`config.mk`:
```
export PLATFORM = sky130hd
export DESIGN_NAME = free_list_ctrl
export DESIGN_NICKNAME = d
export VERILOG_FILES = /design/src/rtl/free_list_ctrl_pkg.sv /design/src/rtl/free_list_ram.sv /design/src/rtl/free_list_ctrl.sv
export SDC_FILE = /design/constraint.sdc
export NUM_CORES = 1
export LEC_CHECK = 0
export CORE_ASPECT_RATIO = 1.5
export CORE_MARGIN = 2
export CORE_UTILIZATION = 35
export DETAILED_ROUTE_END_ITERATION = 10
export GPL_TIMING_DRIVEN = 0
export MAX_ROUTING_LAYER = met4
export SLEW_MARGIN = 20
export SYNTH_ARGS = -nofsm -noshare
export SYNTH_HDL_FRONTEND = slang
export SYNTH_HIERARCHICAL = 1
export SYNTH_SLANG_ARGS = --single-unit
```
`constraint.sdc`:
```
create_clock -name CLK -period 4.9 [get_ports CLK]
set_input_delay 0.98 -clock CLK [delete_from_list [all_inputs] [get_ports CLK]]
set_output_delay 0.98 -clock CLK [all_outputs]
set_load 0.05 [all_outputs]
```
`src/rtl/free_list_ctrl_pkg.sv`:
```
// Shared sizing constants and FSM state type for the rename free-list controller.
package free_list_ctrl_pkg;

    localparam int NUM_PHYS = 64;
    localparam int NUM_ARCH = 32;
    localparam int TAG_W    = 6;

    typedef enum logic [1:0] {
        ST_INIT    = 2'd0,
        ST_RUN     = 2'd1,
        ST_RECOVER = 2'd2
    } state_t;

endpackage

```
`src/rtl/free_list_ram.sv`:
```
// Free-tag storage: single write port, asynchronous read port, no reset.
module free_list_ram
#(
    parameter int DEPTH = free_list_ctrl_pkg::NUM_ARCH,
    parameter int TAG_W = free_list_ctrl_pkg::TAG_W,
    parameter int AW    = $clog2(DEPTH)
)(
    input  logic             CLK,
    input  logic             we,
    input  logic [AW-1:0]    waddr,
    input  logic [TAG_W-1:0] wdata,
    input  logic [AW-1:0]    raddr,
    output logic [TAG_W-1:0] rdata
);

    logic [TAG_W-1:0] mem [DEPTH];

    always_ff @(posedge CLK) begin
        if (we) begin
            mem[waddr] <= wdata;
        end
    end

    assign rdata = mem[raddr];

endmodule

```
`src/rtl/free_list_ctrl.sv`:
```
// Physical-register free-list controller with speculative alloc, commit and flush recovery.
// Optional same-cycle free-to-alloc bypass when empty: define FREELIST_BYPASS_EN.
//
// state      | meaning
// ST_INIT    | seeding entry i with tag NUM_PHYS-NUM_ARCH+i, one entry per cycle
// ST_RUN     | normal alloc / free / commit / flush operation
// ST_RECOVER | one cycle after a flush; no grants
module free_list_ctrl
#(
    parameter int NUM_PHYS = free_list_ctrl_pkg::NUM_PHYS,
    parameter int NUM_ARCH = free_list_ctrl_pkg::NUM_ARCH,
    parameter int TAG_W    = free_list_ctrl_pkg::TAG_W
)(
    input  logic             CLK,
    input  logic             RESET,
    input  logic             alloc_req,
    output logic             alloc_grant,
    output logic [TAG_W-1:0] alloc_tag,
    input  logic             free_valid,
    input  logic [TAG_W-1:0] free_tag,
    input  logic             commit_valid,
    input  logic             flush,
    output logic [TAG_W-1:0] free_count,
    output logic             ready,
    output logic             err
);

    import free_list_ctrl_pkg::*;

    localparam int PW = $clog2(NUM_ARCH);
    localparam logic [PW-1:0]    LAST_IDX  = PW'(NUM_ARCH - 1);
    localparam logic [TAG_W-1:0] FULL      = TAG_W'(NUM_ARCH);
    localparam logic [TAG_W-1:0] TAG_BASE  = TAG_W'(NUM_PHYS - NUM_ARCH);

    state_t state, state_nxt;

    logic [PW-1:0]    head, tail, commit_head, init_idx;
    logic [TAG_W-1:0] count;
    logic             err_q;

    logic             active, grant, bypass, overflow, free_ok;
    logic             commit_ok, commit_bad, init_free;
    logic [PW-1:0]    commit_head_nxt, outstanding;

    logic             ram_we;
    logic [PW-1:0]    ram_waddr;
    logic [TAG_W-1:0] ram_wdata, ram_rdata;

    always_comb begin
        active          = (state != ST_INIT);
        grant           = alloc_req && (state == ST_RUN) && (count != '0) && !flush;
        bypass          = 1'b0;
`ifdef FREELIST_BYPASS_EN
        bypass          = alloc_req && free_valid && (state == ST_RUN) && (count == '0) && !flush;
`endif
        overflow        = free_valid && active && (count == FULL) && !grant;
        free_ok         = free_valid && active && !bypass && !overflow;
        init_free       = free_valid && !active;
        commit_ok       = commit_valid && (commit_head != head);
        commit_bad      = commit_valid && (commit_head == head);
        commit_head_nxt = commit_head + PW'(commit_ok);
        // Allocations still speculative after this cycle's commit; a flush hands them back.
        outstanding     = head - commit_head_nxt;
    end

    always_comb begin
        state_nxt = state;
        case (state)
            ST_INIT:    if (init_idx == LAST_IDX) state_nxt = ST_RUN;
            ST_RUN:     if (flush) state_nxt = ST_RECOVER;
            ST_RECOVER: if (!flush) state_nxt = ST_RUN;
            default:    state_nxt = ST_INIT;
        endcase
    end

    always_ff @(posedge CLK or negedge RESET) begin
        if (!RESET) begin
            state <= ST_INIT;
        end else begin
            state <= state_nxt;
        end
    end

    always_ff @(posedge CLK or negedge RESET) begin
        if (!RESET) begin
            head        <= '0;
            tail        <= '0;
            commit_head <= '0;
            init_idx    <= '0;
            count       <= '0;
            err_q       <= 1'b0;
        end else begin
            err_q <= err_q | overflow | commit_bad | init_free;
            if (state == ST_INIT) begin
                init_idx <= init_idx + 1'b1;
                if (init_idx == LAST_IDX) begin
                    count <= FULL;
                end
            end else begin
                if (commit_ok) begin
                    commit_head <= commit_head_nxt;
                end
                if (free_ok) begin
                    tail <= tail + 1'b1;
                end
                if (flush) begin
                    head  <= commit_head_nxt;
                    count <= count + TAG_W'(free_ok) + TAG_W'(outstanding);
                end else begin
                    head  <= head + PW'(grant);
                    count <= count + TAG_W'(free_ok) - TAG_W'(grant);
                end
            end
        end
    end

    always_comb begin
        ram_we    = free_ok;
        ram_waddr = tail;
        ram_wdata = free_tag;
        if (state == ST_INIT) begin
            ram_we    = 1'b1;
            ram_waddr = init_idx;
            ram_wdata = TAG_BASE + TAG_W'(init_idx);
        end
    end

    free_list_ram #(
        .DEPTH (NUM_ARCH),
        .TAG_W (TAG_W),
        .AW    (PW)
    ) u_ram (
        .CLK   (CLK),
        .we    (ram_we),
        .waddr (ram_waddr),
        .wdata (ram_wdata),
        .raddr (head),
        .rdata (ram_rdata)
    );

    always_comb begin
        alloc_grant = grant | bypass;
        alloc_tag   = '0;
        if (bypass) begin
            alloc_tag = free_tag;
        end else if (grant) begin
            alloc_tag = ram_rdata;
        end
    end

    assign free_count = count;
    assign ready      = (state == ST_RUN);
    assign err        = err_q;

endmodule

```
==> flow_summary_export.csv <==
group,metric,value,unit
outcome,status,"completed",
timing,maxSlewViolCount,0,
layout,final_cell_mix,"192 x edfxtp_1, 60 x mux4_2, 39 x nor2_1, 39 x nand2_1, 29 x dfrtp_1",
logic_synthesis,synth.distinct_cells,45,
clocking,cts_tree,"built",
layout,area_growth,15.2,%
layout,n_antenna_cell,0,
power,vdd_drop_max,0.000379,V
timing,slew_headroom,0.302,
layout,utilization,0.407,
global_route,gr-usage-met2,0.311,
logic_synthesis,syn_area,9540,µm²
timing,fin_skew,0.0169,ns
timing,post-route-min-period,4.75,ns
die,die-area,28600,µm²
logic_synthesis,synth_seq_area_share,0.680,
logic_synthesis,async_flop_share,0.131,
clocking,clk_pin_slew,0.07,ns
global_route,grt_antenna_before_repair,0,
detailed_routing,routed_wl,21400,µm
global_route,grt_first_pass_wirelength,33300,µm
logic_synthesis,synthAdderAreaFrac,0.0254,
logic_synthesis,synth_area_leader_cell,"edfxtp_1",
critical_path,worstSetupStartpoint,"head[0]",
critical_path,worst-path-max-fanout,10,
detailed_routing,via_per_inst,5.25,
power,power_density,681,nW/µm²
layout,mostFrequentLayoutCell,"edfxtp_1",
clocking,cts.htree.levels,1,
placement,gp_congestion,0.863,
critical_path,cp.required,3.92,ns
logic_synthesis,synthFlopType,"edfxtp_1",
logic_synthesis,netlist_instances,549,
logic_synthesis,synth_edf_count,192,
logic_synthesis,ys_seq_elements,221,
die,start_util,0.353,
critical_path,cp_data_arrival_time,3.77,ns
timing,min_period_over_period,0.970,
layout,drive_above_1_share,0.199,
critical_path,path_class,"reg2out",
timing,worst_pin_slew,1.05,ns
logic_synthesis,ys_top_cells_by_area,"edfxtp_1 60%, mux4_2 14%, dfrtp_1 7.6%",
logic_synthesis,synth_top_area_frac,0.604,
global_route,grt_pass1_vias,5322,
detailed_routing,drt_iter0_markers,349,
logic_synthesis,synth_top_family_by_area,"multiplexers",
critical_path,crit_path_frequent_cell,"mux4_2",
critical_path,cp-start-kind,"register",
detailed_routing,ant_nets,0,
timing,final-hold-violation-count,0,
clocking,worstSkewPairLatency,0.50,ns
die,rows,74,
timing,holdWs,0.480,ns
timing,tns,0,ns
logic_synthesis,synth.mux.area_fraction,0.155,
critical_path,cp_slowest_stage_delay,0.70,ns
die,die_height,206,µm
die,io_pins,27,
power,finalPower,7.49,mW
clocking,clock-sinks,221,
global_route,grt_max_degree,33,
hold_path,min-delay-start,"tail[4]",
hold_path,hold_path_class,"reg2reg",
layout,nFillCells,2395,
layout,multi_input_area,2920,µm²
timing,rsz0062_at_grt,"false",
global_route,busiest_layer,"met2",
power,power.leakage,3.65,nW
detailed_routing,vias,5012,
critical_path,path_cells,"buf_2, mux4_2, mux4_2, mux2_2, and2_1, clkdlybuf4s50_1",
clocking,cts_buffers,21,
logic_synthesis,synth_compound_area_frac,0.0260,
clocking,root_buffer,"clkbuf_16",
die,die_w,139,µm
logic_synthesis,synth_fp_nets,579,
timing,fmax,0.210,GHz
critical_path,rrSetupSlack,0.57,ns
critical_path,worstReg2RegStart,"head[2]",
detailed_routing,drtPass1Iterations,5,
logic_synthesis,synth_area_per_cell,17.4,µm²
critical_path,slowest_stage,"clkdlybuf4s50_1",
global_route,grtUsageMet1,0.164,
logic_synthesis,ys.warnings.count,6,
placement,dp_hpwl,15500,µm
global_route,met3_usage,0.0188,
die,fp.coreArea,27000,µm²
layout,final-seq-area,6490,µm²
logic_synthesis,synth-simple-area-share,0.0687,
global_route,grtUsageTotal,0.157,
logic_synthesis,synthXorXnorAreaFrac,0.0292,
global_route,globalRouteOverflowTotal,0,
detailed_routing,wl_per_cell,22.5,µm
clocking,post-cts-setup-buffers,0,
timing,finalSetupViolCount,0,
detailed_routing,drc,0,
flow_run,drv_cap,0,
critical_path,endpoint_kind,"primary output",
placement,port_buffers,26,
layout,nets,628,
clocking,cts_buffer_depth,3,
## stage by stage
step           instances  setup slack (ns)  instance area [µm²]
2_1_floorplan        549              1.21                 9540
3_3_place_gp         917             0.258                10200
3_5_place_dp         917             0.201                10200
4_1_cts              954            0.0891                11000
5_1_grt              954            0.0275                11000
6_report             954             0.147                11000
## report_power, final
group | leakage, nW | switching [mW] | internal (mW)
clock | 0.357 | 0.691 | 1.05
sequential | 2.08 | 0.204 | 2.87
combinational | 1.21 | 1.69 | 0.984
total | 3.65 | 2.58 | 4.91
## routing by layer
metal  part of all wire  vias to the layer above
li1                   -                     2240
met1               0.35                     2616
met2               0.59                      127
met3              0.041                       29
met4              0.023                        0
met5                  0                        -
## sequential cells by signal, summed over array words and instances, names as in the netlist
name	count
head	5
free_count	6
err	1
u_ram/mem	192
commit_head	5
init_idx	5
state	2
tail	5
## area by class of cell
| class | count | share of cell area |
|---|---|---|
| clock buffer | 21 | 0.0478 |
| timing repair buffer | 26 | 0.0232 |
| multi-input combinational | 296 | 0.266 |
| inverter | 7 | 0.00239 |
| buffer | 25 | 0.0112 |
| sequential | 221 | 0.590 |
| clock inverter | 16 | 0.0204 |
| tap | 342 | 0.0389 |
## worst max-delay path: cells and delay by family (launching register included)
kind                   cells  cell delay, ns
multiplexers               3            1.48
buffers and inverters      2            1.09
AND/OR/NAND/NOR            1            0.15
flip-flops                 1            0.54
## final timing paths
| kind | endpoint | depth (start not counted) |
|---|---|---|
| min reg2reg | tail[4] | 1 |
| max | alloc_tag[0] | 6 |
| max reg2reg | free_count[5] | 19 |
| min in group asynchronous | free_count[3] | 1 |
| min | tail[4] | 1 |
| max in group asynchronous | commit_head[2] | 1 |
## kinds of logic after synthesis
group / Yosys count
flops: 221
simple gates: 134
mux: 72
compound gates: 40
buf+inv: 32
xor+xnor: 31
fa+ha+maj: 19
## cells in the mapped netlist, types with 4 or more instances
| cell | instances |
|---|---|
| edfxtp_1 | 192 |
| mux4_2 | 60 |
| nand2_1 | 43 |
| nor2_1 | 39 |
| dfrtp_1 | 29 |
| xnor2_1 | 21 |
| clkbuf_1 | 17 |
| ha_1 | 17 |
| a21oi_1 | 12 |
| o21ai_0 | 12 |
| nand3_1 | 10 |
| nand3b_1 | 10 |
| xor2_1 | 9 |
| and2_1 | 7 |
| inv_1 | 7 |
| mux2_2 | 6 |
| nand2b_1 | 5 |
| a21o_1 | 4 |
| nand4_1 | 4 |
## timing repair
item                       in CTS  in global routing
gates resized for setup         3                  0
hold buffers                    0                  0
setup endpoints to repair       6                  0
No activity file was read; power rests on OpenSTA's default activity.
